===== config.mk =====
export PLATFORM = sky130hd
export DESIGN_NAME = bin_peak_hold
export DESIGN_NICKNAME = d
export VERILOG_FILES = /design/src/rtl/bin_peak_hold_pkg.sv /design/src/rtl/bin_mag_sq.sv /design/src/rtl/bin_peak_hold.sv
export SDC_FILE = /design/constraint.sdc
export NUM_CORES = 2
export LEC_CHECK = 0
export CORE_AREA = 5 5 398 243
export CTS_CLUSTER_DIAMETER = 100
export DETAILED_ROUTE_END_ITERATION = 8
export DIE_AREA = 0 0 403 248
export DONT_BUFFER_PORTS = 1
export PLACE_DENSITY = 0.5
export SETUP_SLACK_MARGIN = 0.15
export SKIP_CTS_REPAIR_TIMING = 1
export SLEW_MARGIN = 10
export SYNTH_ARGS = -nofsm -noshare
export SYNTH_HDL_FRONTEND = slang
export SYNTH_SLANG_ARGS = --single-unit

===== constraint.sdc =====
create_clock -name clk -period 10.3 [get_ports clk]
set_input_delay 1.03 -clock clk [delete_from_list [all_inputs] [get_ports clk]]
set_output_delay 1.03 -clock clk [all_outputs]
set_load 0.03 [all_outputs]

===== src/rtl/bin_peak_hold_pkg.sv =====
// Shared widths, defaults and FSM encoding for the bin peak-hold stage.
package bin_peak_hold_pkg;

    localparam int unsigned DEF_IN_W         = 10;
    localparam int unsigned DEF_OUT_W        = 10;
    localparam int unsigned DEF_BINS         = 32;
    localparam int unsigned DEF_ADDR_W       = 5;
    localparam int unsigned DEF_SHIFT        = 8;
    localparam int unsigned DEF_DECAY_FRAMES = 4;
    localparam int unsigned DEF_DECAY_STEP   = 1;

    typedef enum logic [1:0] {
        StRun,
        StDrain,
        StSweep
    } state_e;

endpackage


===== src/rtl/bin_mag_sq.sv =====
// Two-stage squared magnitude: S1 squares, S2 sums, shifts and saturates.
module bin_mag_sq
    import bin_peak_hold_pkg::*;
#(
    parameter int unsigned IN_W   = DEF_IN_W,
    parameter int unsigned OUT_W  = DEF_OUT_W,
    parameter int unsigned ADDR_W = DEF_ADDR_W,
    parameter int unsigned SHIFT  = DEF_SHIFT
) (
    input  logic                     clk,
    input  logic                     reset_n,
    input  logic                     i_valid,
    input  logic signed [IN_W-1:0]   i_real,
    input  logic signed [IN_W-1:0]   i_imag,
    input  logic [ADDR_W-1:0]        i_addr,
    output logic                     o_valid,
    output logic [ADDR_W-1:0]        o_addr,
    output logic [OUT_W-1:0]         o_mag,
    output logic                     o_busy
);

    localparam int unsigned PROD_W = 2 * IN_W;
    localparam int unsigned SUM_W  = PROD_W + 1;
    localparam logic [OUT_W-1:0] MAG_MAX = '1;

    logic signed [PROD_W-1:0] w_re_ext;
    logic signed [PROD_W-1:0] w_im_ext;
    logic [SUM_W-1:0]         w_sum;
    logic [SUM_W-1:0]         w_shifted;
    logic [OUT_W-1:0]         w_mag;

    logic                     r_s1_valid;
    logic [ADDR_W-1:0]        r_s1_addr;
    logic [PROD_W-1:0]        r_re_sq;
    logic [PROD_W-1:0]        r_im_sq;
    logic                     r_s2_valid;
    logic [ADDR_W-1:0]        r_s2_addr;
    logic [OUT_W-1:0]         r_s2_mag;

    assign w_re_ext = {{IN_W{i_real[IN_W-1]}}, i_real};
    assign w_im_ext = {{IN_W{i_imag[IN_W-1]}}, i_imag};

    // Squares are non-negative, so the sum is treated as unsigned with one carry bit.
    assign w_sum     = {1'b0, r_re_sq} + {1'b0, r_im_sq};
    assign w_shifted = w_sum >> SHIFT;
    assign w_mag     = (|w_shifted[SUM_W-1:OUT_W]) ? MAG_MAX : w_shifted[OUT_W-1:0];

    always_ff @(posedge clk or negedge reset_n) begin
        if (!reset_n) begin
            r_s1_valid <= 1'b0;
            r_s1_addr  <= '0;
            r_re_sq    <= '0;
            r_im_sq    <= '0;
            r_s2_valid <= 1'b0;
            r_s2_addr  <= '0;
            r_s2_mag   <= '0;
        end else begin
            r_s1_valid <= i_valid;
            r_s1_addr  <= i_addr;
            r_re_sq    <= w_re_ext * w_re_ext;
            r_im_sq    <= w_im_ext * w_im_ext;
            r_s2_valid <= r_s1_valid;
            r_s2_addr  <= r_s1_addr;
            r_s2_mag   <= w_mag;
        end
    end

    assign o_valid = r_s2_valid;
    assign o_addr  = r_s2_addr;
    assign o_mag   = r_s2_mag;
    assign o_busy  = r_s1_valid | r_s2_valid;

endmodule


===== src/rtl/bin_peak_hold.sv =====
// Per-bin peak hold with periodic decay sweep, driving the frequency BRAM write port.
module bin_peak_hold
    import bin_peak_hold_pkg::*;
#(
    parameter int unsigned IN_W         = DEF_IN_W,
    parameter int unsigned OUT_W        = DEF_OUT_W,
    parameter int unsigned BINS         = DEF_BINS,
    parameter int unsigned ADDR_W       = DEF_ADDR_W,
    parameter int unsigned SHIFT        = DEF_SHIFT,
    parameter int unsigned DECAY_FRAMES = DEF_DECAY_FRAMES,
    parameter int unsigned DECAY_STEP   = DEF_DECAY_STEP
) (
    input  logic                     clk,
    input  logic                     reset_n,
    input  logic                     in_valid,
    output logic                     in_ready,
    input  logic signed [IN_W-1:0]   in_real,
    input  logic signed [IN_W-1:0]   in_imag,
    input  logic [ADDR_W-1:0]        in_addr,
    input  logic                     frame_tick,
    output logic                     w_en,
    output logic [ADDR_W-1:0]        w_addr,
    output logic [OUT_W-1:0]         w_data
);

    localparam int unsigned CNT_W = (DECAY_FRAMES > 1) ? $clog2(DECAY_FRAMES) : 1;
    localparam logic [CNT_W-1:0]  CNT_LAST = CNT_W'(DECAY_FRAMES - 1);
    localparam logic [ADDR_W-1:0] IDX_LAST = ADDR_W'(BINS - 1);
    localparam logic [OUT_W-1:0]  STEP     = OUT_W'(DECAY_STEP);

    state_e              r_state;
    state_e              w_state_d;
    logic                r_in_ready;
    logic                r_pending;
    logic                w_pending_d;
    logic                r_rearm;
    logic                w_rearm_d;
    logic [CNT_W-1:0]    r_cnt;
    logic [ADDR_W-1:0]   r_idx;
    logic [OUT_W-1:0]    r_peak [BINS];
    logic                r_w_en;
    logic [ADDR_W-1:0]   r_w_addr;
    logic [OUT_W-1:0]    r_w_data;

    logic                w_addr_ok;
    logic                w_accept;
    logic                w_wrap;
    logic                w_sweep_done;
    logic                w_pipe_empty;
    logic                w_s2_valid;
    logic [ADDR_W-1:0]   w_s2_addr;
    logic [OUT_W-1:0]    w_s2_mag;
    logic                w_mag_busy;
    logic [OUT_W-1:0]    w_rmw_peak;
    logic [OUT_W-1:0]    w_rmw_new;
    logic [OUT_W-1:0]    w_dec_peak;
    logic [OUT_W-1:0]    w_dec_new;

    if (BINS < (1 << ADDR_W)) begin : g_addr_chk
        assign w_addr_ok = (32'(in_addr) < BINS);
    end else begin : g_addr_full
        assign w_addr_ok = 1'b1;
    end

    assign w_accept     = in_valid && r_in_ready && w_addr_ok;
    assign w_wrap       = frame_tick && (r_cnt == CNT_LAST);
    assign w_sweep_done = (r_state == StSweep) && (r_idx == IDX_LAST);
    assign w_pipe_empty = !w_mag_busy && !w_s2_valid && !r_w_en;

    bin_mag_sq #(
        .IN_W   (IN_W),
        .OUT_W  (OUT_W),
        .ADDR_W (ADDR_W),
        .SHIFT  (SHIFT)
    ) u_mag_sq (
        .clk     (clk),
        .reset_n (reset_n),
        .i_valid (w_accept),
        .i_real  (in_real),
        .i_imag  (in_imag),
        .i_addr  (in_addr),
        .o_valid (w_s2_valid),
        .o_addr  (w_s2_addr),
        .o_mag   (w_s2_mag),
        .o_busy  (w_mag_busy)
    );

    assign w_rmw_peak = r_peak[w_s2_addr];
    assign w_rmw_new  = (w_s2_mag > w_rmw_peak) ? w_s2_mag : w_rmw_peak;
    assign w_dec_peak = r_peak[r_idx];
    assign w_dec_new  = (w_dec_peak > STEP) ? (w_dec_peak - STEP) : '0;

    always_comb begin
        w_state_d = r_state;
        unique case (r_state)
            StRun:   if (r_pending) w_state_d = StDrain;
            StDrain: if (w_pipe_empty) w_state_d = StSweep;
            StSweep: if (w_sweep_done) w_state_d = StRun;
            default: w_state_d = StRun;
        endcase
    end

    // A wrap during a sweep re-arms pending so the next sweep follows immediately.
    always_comb begin
        w_pending_d = r_pending;
        w_rearm_d   = r_rearm;
        if (w_sweep_done) begin
            w_pending_d = r_rearm;
            w_rearm_d   = 1'b0;
        end else if ((r_state == StSweep) && w_wrap) begin
            w_rearm_d = 1'b1;
        end
        if (w_wrap) w_pending_d = 1'b1;
    end

    always_ff @(posedge clk or negedge reset_n) begin
        if (!reset_n) begin
            r_state    <= StRun;
            r_in_ready <= 1'b0;
            r_pending  <= 1'b0;
            r_rearm    <= 1'b0;
            r_cnt      <= '0;
            r_idx      <= '0;
        end else begin
            r_state    <= w_state_d;
            r_in_ready <= (w_state_d == StRun);
            r_pending  <= w_pending_d;
            r_rearm    <= w_rearm_d;
            if (frame_tick) r_cnt <= w_wrap ? '0 : (r_cnt + CNT_W'(1));
            if (w_sweep_done) r_idx <= '0;
            else if (r_state == StSweep) r_idx <= r_idx + ADDR_W'(1);
        end
    end

    // Pipeline writes and sweep writes never coincide: the sweep only starts once S1..S3 drain.
    always_ff @(posedge clk or negedge reset_n) begin
        if (!reset_n) begin
            for (int unsigned i = 0; i < BINS; i++) r_peak[i] <= '0;
            r_w_en   <= 1'b0;
            r_w_addr <= '0;
            r_w_data <= '0;
        end else begin
            r_w_en <= 1'b0;
            if (w_s2_valid) begin
                r_peak[w_s2_addr] <= w_rmw_new;
                r_w_en            <= 1'b1;
                r_w_addr          <= w_s2_addr;
                r_w_data          <= w_rmw_new;
            end else if (r_state == StSweep) begin
                r_peak[r_idx] <= w_dec_new;
                r_w_en        <= 1'b1;
                r_w_addr      <= r_idx;
                r_w_data      <= w_dec_new;
            end
        end
    end

    assign in_ready = r_in_ready;
    assign w_en     = r_w_en;
    assign w_addr   = r_w_addr;
    assign w_data   = r_w_data;

endmodule

# After elaboration in Yosys (flattened, before gate mapping)
# Cells that the tools add are included.
# Widths: inputs -> output; s select.
word_totals:
  reg_bits: 410
  inputBits: 29
  out_inout_bits: 17
  wordCells: 119
op_classes:
  add_sub_neg: 4
  mul: 2
  order_cmp: 6
  n_eq_ne: 4
  n_mux: 34
  bitwise_logic: 3
  n_reduce_logical: 18
ops:
  columns: ["cell", "count"]
  rows:
  - ["$bwmux 320", 2]
  - ["$mux 320", 2]
  - ["$mux 10", 11]
  - ["$bmux 10 s5", 2]
  - ["$demux 10 s5", 2]
  - ["$mul 10x10->20", 2]
  - ["$add 20x20->21", 1]
  - ["$mux 5", 4]
  - ["$ge 6x6->1 const B", 2]
  - ["$lt 6x1->1 const B", 2]
  - ["$not 5->6", 2]
  - ["$gt 10x1->1 const B", 1]
  - ["$gt 10x10->1", 1]
  - ["$sub 10x1->10 const B", 1]
  - ["$logic_and 1x1->1", 8]
  - ["$mux 2", 4]
  - ["$reduce_bool 2->1", 4]
  - ["$mux 1", 6]
  - ["$pmux 2 s3", 1]
  - ["$add 5x1->5 const B", 1]
  - ["$eq 5x5->1 const B", 1]
  - ["$eq 2x2->1 const B", 2]
  - ["$logic_not 2->1", 2]
  - ["$logic_not 1->1", 3]
  - ["other kinds (4)", 4]

# Depth between registers and ports, before layout
logic_depth:
  ltp_word: 9
  mapped_depth: 21
  ltp_nobuf: 20

# Modules after synthesis
# A second synthesis with hierarchy kept.
unflattened:
  hier_cells: 3044
  area_unflattened_um2: 30047.6
modules_own_cells:
  columns: ["module", "instances", "cells_per_inst", "area_per_inst_um2", "seq_area_each_um2"]
  rows:
  - ["bin_peak_hold", 1, 2056, 20754.9, 8708.4]
  - ["bin_mag_sq", 1, 988, 9292.7, 1451.4]

# Least setup slack after synthesis
# Ideal clock, no wire load.
synth_timing:
  path_kind: "input -> register"
  startpoint: "input port in_real[2]"
  endpoint: "register u_mag_sq.r_re_sq[19]"
  setup_ns: 0.080
  arrival_time_ns: 5.869
  required_time_ns: 10.220
  path_slack_ns: 4.351
  cell_stages: 21
  n_path_buf: 1
  cell_sequence: "clkbuf_1 nand2_1 inv_1 fa_1 inv_1 fa_1 inv_1 ha_1 inv_1 fa_1 fa_1 inv_1 ha_1 and2_1 a22o_1 o41a_1 a41o_1 o41ai_1 o2111ai_1 a21oi_1 xnor2_1"
synth_via:
  elab_chain_len: 1
synth_lines:
  columns: ["element", "line", "rtl"]
  rows:
  - ["start, declared", "bin_peak_hold.sv:17", "input logic signed [IN_W-1:0] in_real,"]
  - ["$mul 10x10->20", "bin_mag_sq.sv:60", "r_re_sq <= w_re_ext * w_re_ext;"]
  - ["end signal, assigned", "bin_mag_sq.sv:60", null]
  - ["end, declared", "bin_mag_sq.sv:34", "logic [PROD_W-1:0] r_re_sq;"]
# Every way passes these cells.
# A chain may end at the register's enable or synchronous reset.

# Final worst setup path
layout_timing:
  startpoint: "register u_mag_sq.r_s2_addr[1], in the netlist u_mag_sq.o_addr[1]"
  endpoint: "register r_peak[91] (netlist bit)"
layout_via:
  elab_chain_len: 8
  word_cells_on_any_way: 13
  classes_between: "order compare (3); mux (8); bitwise (1); reduce/logical (1)"
layout_lines:
  columns: ["element", "line", "rtl"]
  rows:
  - ["start, declared", "bin_mag_sq.sv:37", "logic [ADDR_W-1:0] r_s2_addr;"]
  - ["start signal, assigned", "bin_mag_sq.sv:63", "r_s2_addr <= r_s1_addr;"]
  - ["$not 5->6 (not written as such) *", "bin_peak_hold.sv:88, bin_peak_hold.sv:145", null]
  - ["$bmux 10 s5", "bin_peak_hold.sv:88", "assign w_rmw_peak = r_peak[w_s2_addr];"]
  - ["$mux 10 (not written as such) (2 in series)", "bin_peak_hold.sv:88", null]
  - ["$gt 10x10->1", "bin_peak_hold.sv:89", "assign w_rmw_new = (w_s2_mag > w_rmw_peak) ? w_s2_mag : w_rmw_peak;"]
  - ["$mux 10", "bin_peak_hold.sv:89", null]
  - ["$bwmux 320 *", "bin_peak_hold.sv:145", "r_peak[w_s2_addr] <= w_rmw_new;"]
  - ["$mux 320 *", "bin_peak_hold.sv:144", "if (w_s2_valid) begin"]
  - ["end signal, assigned by index", "bin_peak_hold.sv:145", null]
  - ["end signal, assigned by index", "bin_peak_hold.sv:150", "r_peak[r_idx] <= w_dec_new;"]
  - ["end, declared", "bin_peak_hold.sv:40", "logic [OUT_W-1:0] r_peak [BINS];"]
# Mark *: on every way between the ends. The rest lies on a longest branch, timed or not. The select of a mux whose other input is x is not followed.

==> flow_summary.yaml <==
worst_setup_path:
  reg2reg_setup_slack_ns: 3.89
  worstSetupStartpointType: "flip-flop"
  worst_r2r_endpoint: "r_peak[91]"
  reg2regPathDepth: 15
  timing.setup.critical_path_class: "reg2reg"
  setup.worst_path.end_class: "flip-flop"
  r2r-start: "u_mag_sq.o_addr[1]"
  worst_endpoint_data_arrival_time_ns: 6.94
  critical_path_required_ns: 10.83
  cp_max_fo: 56
die:
  initial_utilization_pct: 33.60
  floorplan.rows: 87
  floorplan.die.width_um: 403
  core_region_area_um2: 92960
  boundaryPins: 46
  area_of_the_die_um2: 99940
  chipHeight_um: 248
layout:
  final_layout_size_suffix_gt1_share_pct: 9.516
  design.final.nets: 3513
  fillCellCount: 9450
  area_overhead_vs_synth_pct: 9.779
  post_layout_nonfiller_instances: 4475
  layout_commonest_cell: "sky130_fd_sc_hd__nand2_1"
  layout_common_cells: "438 x sky130_fd_sc_hd__nand2_1, 401 x sky130_fd_sc_hd__dfrtp_1, 311 x sky130_fd_sc_hd__inv_1, 242 x sky130_fd_sc_hd__a22oi_1, 169 x sky130_fd_sc_hd__o21ai_0"
synth:
  synth-main-ff-cell: "sky130_fd_sc_hd__dfrtp_1"
  syn-num-nets: 3608
  post_synth_instance_area_um2: 31230
  synthesis.yosys.warnings: 0
  synth-edff-count: 0
  number_of_standard_cells_after_synthesis: 3284
  ys_async_sr_fraction_pct: 100.0
  postSynthRegisterBits: 406
  mapped_avg_cell_area_um2: 9.510
  synth.area.top_cells: "sky130_fd_sc_hd__dfrtp_1 33%, sky130_fd_sc_hd__fa_1 10%, sky130_fd_sc_hd__mux4_2 6.3%"
  netlist.area_leader.share_pct: 32.53
  ys_seq_area_share_pct: 32.53
  netlist-cell-type-count: 75
  post-synth-top-area-cell: "sky130_fd_sc_hd__dfrtp_1"
sta:
  post-route-period-util_pct: 62.23
  hold_ws_ns: 0.1415
  grt_setup_unrepaired: "no"
  tightest_slew_ns: 2.138
  final.min_clock_period_ns: 6.410
  hold_viol_final: 0
  slew_violations: 223
  setup_violations: 0
  timing.slew.headroom_pct: -42.50
  final.setup.tns_ns: 0
  finClkSkew_ns: 0.03724
  clock.fmax_ghz: 0.1560
global_route:
  vias_in_the_first_global_route: 26460
  grt_pass1_wl_um: 201900
  grt_antenna_before_repair: 9
  global_route.overflow_total: 0
  grt_start_max_net_pins: 407
  grt_total_usage_pct: 27.61
status:
  violations: "max-slew violations"
  status: "finished, violations left"
routing:
  drc: 0
  via_count: 28140
  first_pass_iters: 6
  drtIter0Drc: 4579
  drt-vias-per-instance: 6.289
  ant_nets: 0
  routedWlPerCell_um: 31.33
  wl_final_um: 140200
placement:
  dp.final_hpwl_um: 101800
  place.port_buffers: 0
  placed_cells: 4387
  gp_congestion: 1.120
cts:
  cts_num_sinks: 406
  clkSlewWorstSetupHoldPaths_ns: 0.07
  clk_root_buffer_cell: "sky130_fd_sc_hd__clkbuf_16"
  tritoncts.num_buffers: 46
  cts_buffer_depth: 3
  cts_htree_levels: 2
  cts_tree: "built"
  clock_latency_ns: 0.63
pwr:
  p_per_area_nw_per_um2: 393.6
  cellLeakagePower_uw: 0.01467
  report.power.total_uw: 13490
  peakVddDrop_uv: 332.2
worst_hold_path:
  hp-class: "in2async"
run:
  max_cap_viols: 0
[through the flow]
| stage | setup slack [ns] | instance area [um^2] | utilization (%) |
|---|---|---|---|
| 2_1_floorplan | 4.351 | 31230 | - |
| 6_report | 3.890 | 34290 | 36.88 |
| 5_1_grt | 3.853 | 34280 | 36.87 |
| 3_5_place_dp | 4.123 | 32730 | 35.21 |
| 4_1_cts | 4.205 | 34280 | 36.87 |
| 3_3_place_gp | 4.130 | 32730 | 35.21 |
[state kept, by name, summed over array words and instances (netlist names)]
signal	flops
r_cnt	2
u_mag_sq.r_s1_addr	5
w_data	10
u_mag_sq.r_s1_valid	1
u_mag_sq.o_valid	1
w_addr	5
r_peak	320
u_mag_sq.r_re_sq	18
r_rearm	1
u_mag_sq.r_im_sq	18
r_pending	1
w_en	1
u_mag_sq.o_addr	5
in_ready	1
r_state	2
r_idx	5
u_mag_sq.o_mag	10
[metal layers]
layer	track usage (%)	vias up	routed length (um)	share of wire [%]
met2	33.10	1939	49020	35
met1	41.83	14270	63850	46
met5	0.5690	-	203	0.14
li1	-	11670	-	-
met3	14.90	251	23380	17
met4	6.310	14	3763	2.7
[cell usage after synthesis, drive strengths merged, types with 16 or more instances]
library cell	instances
a21oi	52
a221oi	29
a22oi	242
and2	31
buf	71
clkbuf	152
dfrtp	406
fa	160
ha	135
inv	312
mux2i	146
mux4	88
nand2	438
nand3	33
nand4	24
nor2	156
nor3	19
nor4	16
o2111ai	32
o211a	30
o21ai	334
o221ai	79
o22ai	48
xnor2	47
[where the power goes]
| part | leakage [uW] | internal [uW] | switching (uW) |
|---|---|---|---|
| sequential | 0.00526 | 2220 | 754 |
| combinational | 0.00866 | 2560 | 6210 |
| clock | 0.000753 | 993 | 759 |
| total | 0.0147 | 5770 | 7720 |
[worst max-delay path by stage]
stage / start / slack (ns) / to / cells past startpoint
finish: u_mag_sq.o_addr[1] / 3.89 / r_peak[91] / 15
global route: u_mag_sq.o_addr[0] / 3.85 / r_peak[181] / 15
CTS: u_mag_sq.o_addr[1] / 4.20 / r_peak[109] / 15
detailed placement: in_real[4] / 4.12 / u_mag_sq.r_re_sq[19] / 20
global placement: in_real[4] / 4.13 / u_mag_sq.r_re_sq[19] / 20
floorplan: in_real[2] / 4.35 / u_mag_sq.r_re_sq[19] / 21
[kinds of logic (layout without fill, tap and decap cells)]
family | after synthesis | after routing | synth area share (%)
flops | 406 | 406 | 32.53
xor+xnor | 59 | 59 | 1.654
fa+ha+maj | 295 | 295 | 15.66
other cells | 0 | 3 | 0
simple gates | 827 | 827 | 12.24
buf+inv | 536 | 478 | 6.822
compound gates | 918 | 918 | 19.74
mux | 243 | 243 | 11.35
[final cells by class]
| class | instances | area, um^2 | area share [%] |
|---|---|---|---|
| inverters | 313 | 1176 | 3.430 |
| well taps | 1246 | 1559 | 4.547 |
| clock inverters | 13 | 176.4 | 0.5145 |
| repair buffers | 80 | 638.1 | 1.861 |
| multi-input cells | 2342 | 19190 | 55.96 |
| diodes | 3 | 7.507 | 0.02190 |
| flip-flops and latches | 406 | 10170 | 29.67 |
| clock buffers | 72 | 1369 | 3.992 |
[critical path, stage by stage (launching register included)]
cell and delay [ns]:
sky130_fd_sc_hd__dfrtp_4 0.81, sky130_fd_sc_hd__buf_4 0.86, sky130_fd_sc_hd__mux4_2 0.43, sky130_fd_sc_hd__a22oi_1 0.58
sky130_fd_sc_hd__nand4_1 0.23, sky130_fd_sc_hd__ha_1 0.24, sky130_fd_sc_hd__nand2b_1 0.13, sky130_fd_sc_hd__a21oi_1 0.13
sky130_fd_sc_hd__a2111oi_0 0.12, sky130_fd_sc_hd__o31ai_1 0.74, sky130_fd_sc_hd__buf_4 0.27, sky130_fd_sc_hd__nand2_1 0.15
sky130_fd_sc_hd__a21oi_4 0.76, sky130_fd_sc_hd__buf_4 0.42, sky130_fd_sc_hd__a22oi_1 0.11, sky130_fd_sc_hd__o21ai_0 0.20
Note: power is estimated with default switching activity, not from simulation.
